===== src/rtl/lif_param_loader.sv =====
// Byte-serial, checksum-protected configuration loader feeding the LIF neuron.
// A frame commits all fields at once; failed frames leave the old values in use.
module lif_param_loader #(
    parameter logic [2:0]  DEF_WEIGHT_A   = 3'd3,
    parameter logic [2:0]  DEF_WEIGHT_B   = 3'd3,
    parameter logic [1:0]  DEF_LEAK       = 2'd1,
    parameter logic [7:0]  DEF_THR_MIN    = 8'd20,
    parameter logic [7:0]  DEF_THR_MAX    = 8'd120,
    parameter logic [7:0]  HEADER         = 8'hA5,
    parameter logic [15:0] TIMEOUT_CYCLES = 16'd1000
) (
    input  logic       clk,
    input  logic       reset,
    input  logic [7:0] data_in,
    input  logic       data_valid,
    output logic       data_ready,
    output logic [2:0] weight_a,
    output logic [2:0] weight_b,
    output logic [1:0] leak_config,
    output logic [7:0] threshold_min,
    output logic [7:0] threshold_max,
    output logic       params_ready,
    output logic       cfg_update,
    output logic       err_checksum,
    output logic       err_range,
    output logic       err_timeout,
    output logic [7:0] frame_count
);

    // state    | meaning
    // IDLE     | hunting for HEADER, other bytes dropped
    // GET_CFG  | waiting for packed weight/leak byte
    // GET_TMIN | waiting for minimum threshold
    // GET_TMAX | waiting for maximum threshold
    // GET_CSUM | waiting for checksum byte
    // CHECK    | one cycle: verify checksum then range
    localparam logic [2:0] S_IDLE     = 3'd0;
    localparam logic [2:0] S_GET_CFG  = 3'd1;
    localparam logic [2:0] S_GET_TMIN = 3'd2;
    localparam logic [2:0] S_GET_TMAX = 3'd3;
    localparam logic [2:0] S_GET_CSUM = 3'd4;
    localparam logic [2:0] S_CHECK    = 3'd5;

    logic [2:0]  state;
    logic [7:0]  sh_cfg;
    logic [7:0]  sh_tmin;
    logic [7:0]  sh_tmax;
    logic [7:0]  sh_csum;
    logic [15:0] tmo_cnt;
    logic        do_commit;
    logic        do_csum_err;
    logic        do_range_err;
    logic        accept;
    logic        csum_ok;
    logic        range_ok;

    assign accept   = data_valid && data_ready;
    assign csum_ok  = (sh_csum == (sh_cfg ^ sh_tmin ^ sh_tmax));
    assign range_ok = (sh_tmin <= sh_tmax);

    always_ff @(posedge clk) begin
        if (!reset) begin
            state         <= S_IDLE;
            sh_cfg        <= 8'd0;
            sh_tmin       <= 8'd0;
            sh_tmax       <= 8'd0;
            sh_csum       <= 8'd0;
            tmo_cnt       <= 16'd0;
            do_commit     <= 1'b0;
            do_csum_err   <= 1'b0;
            do_range_err  <= 1'b0;
            data_ready    <= 1'b1;
            weight_a      <= DEF_WEIGHT_A;
            weight_b      <= DEF_WEIGHT_B;
            leak_config   <= DEF_LEAK;
            threshold_min <= DEF_THR_MIN;
            threshold_max <= DEF_THR_MAX;
            params_ready  <= 1'b0;
            cfg_update    <= 1'b0;
            err_checksum  <= 1'b0;
            err_range     <= 1'b0;
            err_timeout   <= 1'b0;
            frame_count   <= 8'd0;
        end else begin
            // The CHECK verdict is staged one cycle so results land on the
            // second edge after the checksum byte is taken.
            cfg_update   <= do_commit;
            err_checksum <= do_csum_err;
            err_range    <= do_range_err;
            err_timeout  <= 1'b0;
            do_commit    <= 1'b0;
            do_csum_err  <= 1'b0;
            do_range_err <= 1'b0;

            if (do_commit) begin
                weight_a      <= sh_cfg[7:5];
                weight_b      <= sh_cfg[4:2];
                leak_config   <= sh_cfg[1:0];
                threshold_min <= sh_tmin;
                threshold_max <= sh_tmax;
                params_ready  <= 1'b1;
                if (frame_count != 8'hFF)
                    frame_count <= frame_count + 8'd1;
            end

            case (state)
                S_IDLE: begin
                    tmo_cnt <= 16'd0;
                    if (accept && data_in == HEADER)
                        state <= S_GET_CFG;
                end
                S_GET_CFG, S_GET_TMIN, S_GET_TMAX, S_GET_CSUM: begin
                    if (accept) begin
                        tmo_cnt <= 16'd0;
                        case (state)
                            S_GET_CFG:  begin sh_cfg  <= data_in; state <= S_GET_TMIN; end
                            S_GET_TMIN: begin sh_tmin <= data_in; state <= S_GET_TMAX; end
                            S_GET_TMAX: begin sh_tmax <= data_in; state <= S_GET_CSUM; end
                            default: begin
                                sh_csum    <= data_in;
                                state      <= S_CHECK;
                                data_ready <= 1'b0;
                            end
                        endcase
                    end else if (tmo_cnt == TIMEOUT_CYCLES - 16'd1) begin
                        err_timeout <= 1'b1;
                        state       <= S_IDLE;
                        tmo_cnt     <= 16'd0;
                    end else begin
                        tmo_cnt <= tmo_cnt + 16'd1;
                    end
                end
                S_CHECK: begin
                    state      <= S_IDLE;
                    data_ready <= 1'b1;
                    if (!csum_ok)
                        do_csum_err <= 1'b1;
                    else if (!range_ok)
                        do_range_err <= 1'b1;
                    else
                        do_commit <= 1'b1;
                end
                default: begin
                    state      <= S_IDLE;
                    data_ready <= 1'b1;
                    tmo_cnt    <= 16'd0;
                end
            endcase
        end
    end

endmodule


===== config.mk =====
export PLATFORM = sky130hd
export DESIGN_NAME = lif_param_loader
export DESIGN_NICKNAME = d
export VERILOG_FILES = /design/src/rtl/lif_param_loader.sv
export SDC_FILE = /design/constraint.sdc
export NUM_CORES = 1
export LEC_CHECK = 0
export BUFFER_PORTS_ARGS = -buffer_cell sky130_fd_sc_hd__buf_2
export CAP_MARGIN = 20
export CORE_ASPECT_RATIO = 0.5
export CORE_UTILIZATION = 57
export CTS_BUF_LIST = sky130_fd_sc_hd__clkbuf_8 sky130_fd_sc_hd__clkbuf_16
export DETAILED_ROUTE_END_ITERATION = 10
export PLACE_DENSITY = 0.88
export SLEW_MARGIN = 20
export SYNTH_ARGS = -nofsm -noshare
export SYNTH_HDL_FRONTEND = slang
export SYNTH_SLANG_ARGS = --single-unit

===== constraint.sdc =====
create_clock -name clk -period 2.34 [get_ports clk]
set_input_delay 0.468 -clock clk [delete_from_list [all_inputs] [get_ports clk]]
set_output_delay 0.468 -clock clk [all_outputs]
set_load 0.01 [all_outputs]

==> summary.txt <==
Status: finished clean
Hold Path End: err_checksum$_SDFF_PN0_
Post-cts gate resize count: 0
Number of global-route vias before repair: 2931
RePlAce Congestion: 0.8226
Port-buffer cells: 48
Slew Viols, Final: 0
Syn Nets: 438
Vias per cell: 5.604
CP Data Required Time: 2.61 ns
Worst Setup Start Kind: flip-flop
Global-route wire length before repair: 14440 um
GR Layer Usage met1: 32.87%
Post-Syn Area: 0.003998 mm^2
CP arrival: 2.25 ns
TritonCTS clock tree: built
F_max: 503.1 MHz
Max Cap Viol: 0
Antenna violations before repair: 0
Worst Reg-to-Reg Cells: 5
RR Startpoint: state[2]$_SDFFE_PN0P_
Starting density of the core: 59.43%
TNS Setup: 0 ns
Die Ht: 61.22 um
DRC: 0
Root buffer cell: clkbuf_16
Largest cells by area after synthesis: dfxtp_1, mux2i_1, nor2_1
Starting DRT DRC Count: 306
Async SR Flop Fraction: 0%
Crit Path Category: flip-flop to flip-flop
Grt peak-use layer: met2
Routed WL: 8814 um
Sequential-to-total area share from yosys stat: 46.07%
Average cell area after synthesis: 9.587 um^2
CTS Buffer Depth: 2
DPL Wire Length: 5446 um
Most common cell in the netlist: dfxtp_1
Core area: 0.006726 mm^2
Cell Pwr Density: 691.2 mW/mm^2
DIE AREA: 0.007372 mm^2
Commonest cells in the netlist: dfxtp_1, nor2_1, mux2i_1
Post-synth EDFFs: 0
Routed Antenna Nets: 0
I/O pin count: 49
Post-CTS Setup Bufs: 0
P_leak: 1.889 nW
Synth Flop Type: dfxtp_1
Later-pin clock latency in the skew report: 0.34 ns
# rows: 21
Synth Register Bits: 92
Net count, final: 484
Final setup vio count: 0
Synth Instances: 417
Max H-tree Level: 3
Util after Layout: 68.62%
Worst r2r dst: state[0]$_SDFFE_PN0P_
Area grow syn2layout: 15.46%
Clock buffer count from CTS: 9
Synth area leader: dfxtp_1
DR vias: 3138
Period minus WS final: 1.988 ns
Min-Delay Path Depth: 1
HP Class: flip-flop to flip-flop
Post-Layout Inst Area: 0.004616 mm^2
Antenna Cells: 0
Count of cell types in the netlist: 44
Worst slew pin tran: 0.6459 ns
R2r setup slk: 0.35 ns
Cell Area, Placed: 0.004290 mm^2
Dpl ws: 0.3652 ns
Gr usage total: 25.85%
CTS clk-pin slew, worst paths: 0.07 ns
Crit Path Max Fanout: 12
Met3 usage: 7.315%
Hold Crit Start: do_csum_err$_SDFF_PN0_
Drt wl/cell: 15.74 um
YS warnings: 0
TritonRoute pass-1 iters: 8
Grt ovf: 0
Die W: 120.4 um
Hold-fix buffers, CTS: 0
Final WS setup: 0.3525 ns
Share of layout cells above drive strength 1: 16.88%
Worst VDD drop: 0.3558 mV
Relative max-transition margin: 56.82%
Clock Sinks: 92
RSZ-0062 raised after global routing: no
Hold slack: 0.4356 ns
GR Layer Usage met2: 41.95%
Endpoints failing hold: 0
Period utilization: 84.94%
Crit. End Element: flip-flop
Top-area cell type share of the netlist area: 46.07%
Largest net degree at the start of global routing: 58
Clk_skew: 0.008956 ns
[power by group]
part	internal, mW	leakage (nW)	switching [mW]
sequential	1.57	0.741	0.00106
combinational	0.0145	0.983	0.0409
clock	0.965	0.164	0.603
[flip-flops by register name, summed over array words and instances, names as in the netlist, 2 cells and up]
register and flops:
threshold_min 8, sh_cfg 8, sh_tmin 8, sh_csum 8, threshold_max 8, weight_b 3
leak_config 2, frame_count 8, sh_tmax 8, state 3, tmo_cnt 16, weight_a 3
[cells in the final DEF, fill, tap and decap left out, types with 2 or more instances in the layout]
master,instances
nor2_1,78
xor2_1,16
nand4_1,5
o21ai_0,6
or3_1,4
buf_2,48
nor3_1,3
and3_1,4
ha_1,10
dfxtp_1,92
nor4_1,6
bufinv_16,2
mux2i_1,57
buf_4,7
a21oi_1,8
xnor2_1,27
and2_1,3
nand2_1,25
nand3_1,9
a31oi_1,4
inv_1,15
o211ai_1,2
nor4b_2,2
clkbuf_16,9
nand3b_1,2
[kinds of logic (layout without fill, tap and decap cells)]
kind of cell / count (synthesis) / in the layout / share of synthesized area (%)
buffers and inverters: 34 / 85 / 4.507
muxes: 57 / 57 / 14.27
xor gates and xnor gates: 43 / 43 / 9.421
AOI/OAI and AO/OA: 26 / 26 / 4.038
and+or+nand+nor: 154 / 154 / 18.31
adders and majority gates: 11 / 11 / 3.380
DFF: 92 / 92 / 46.07
[critical path: stages (launching register included)]
cell and delay [ns]:
dfxtp_1 0.44, or3_1 0.45, and3_1 0.20, and2_4 0.18, or4_1 0.50, a21oi_1 0.15
[worst max-delay path by stage]
stage	end	start	slack, ns	depth (start not counted)
global route	state[0]$_SDFFE_PN0P_	state[2]$_SDFFE_PN0P_	0.31	5
finish	state[0]$_SDFFE_PN0P_	state[2]$_SDFFE_PN0P_	0.35	5
floorplan	state[0]$_SDFFE_PN0P_	tmo_cnt[0]$_SDFFE_PN0P_	0.62	6
CTS	state[0]$_SDFFE_PN0P_	state[2]$_SDFFE_PN0P_	0.37	5
detailed placement	sh_csum[3]$_SDFFE_PN0P_	data_valid	0.37	5
global placement	sh_csum[5]$_SDFFE_PN0P_	data_valid	0.44	5
[layer usage]
metal,wire length [um],up-vias
met3,576,33
met5,0,-
met4,253,0
li1,-,1508
met2,3924,137
met1,4060,1460
[metrics by stage]
stage / std cells / power [mW]
after global routing: 560 / 3.265
after global placement: 544 / 1.655
after detailed placement: 544 / 1.655
after CTS: 560 / 3.199
after floorplan: 417 / 1.631
final: 560 / 3.190
[layout make-up]
class	instances	area [um^2]
tap	92	115.1
clock buffer	10	239.0
inverter	14	52.55
multi-input combinational	291	1988
timing repair buffer	55	292.8
fill	483	2111
sequential	92	1842
clock inverter	6	86.33
No activity file was read; power rests on OpenSTA's default activity.
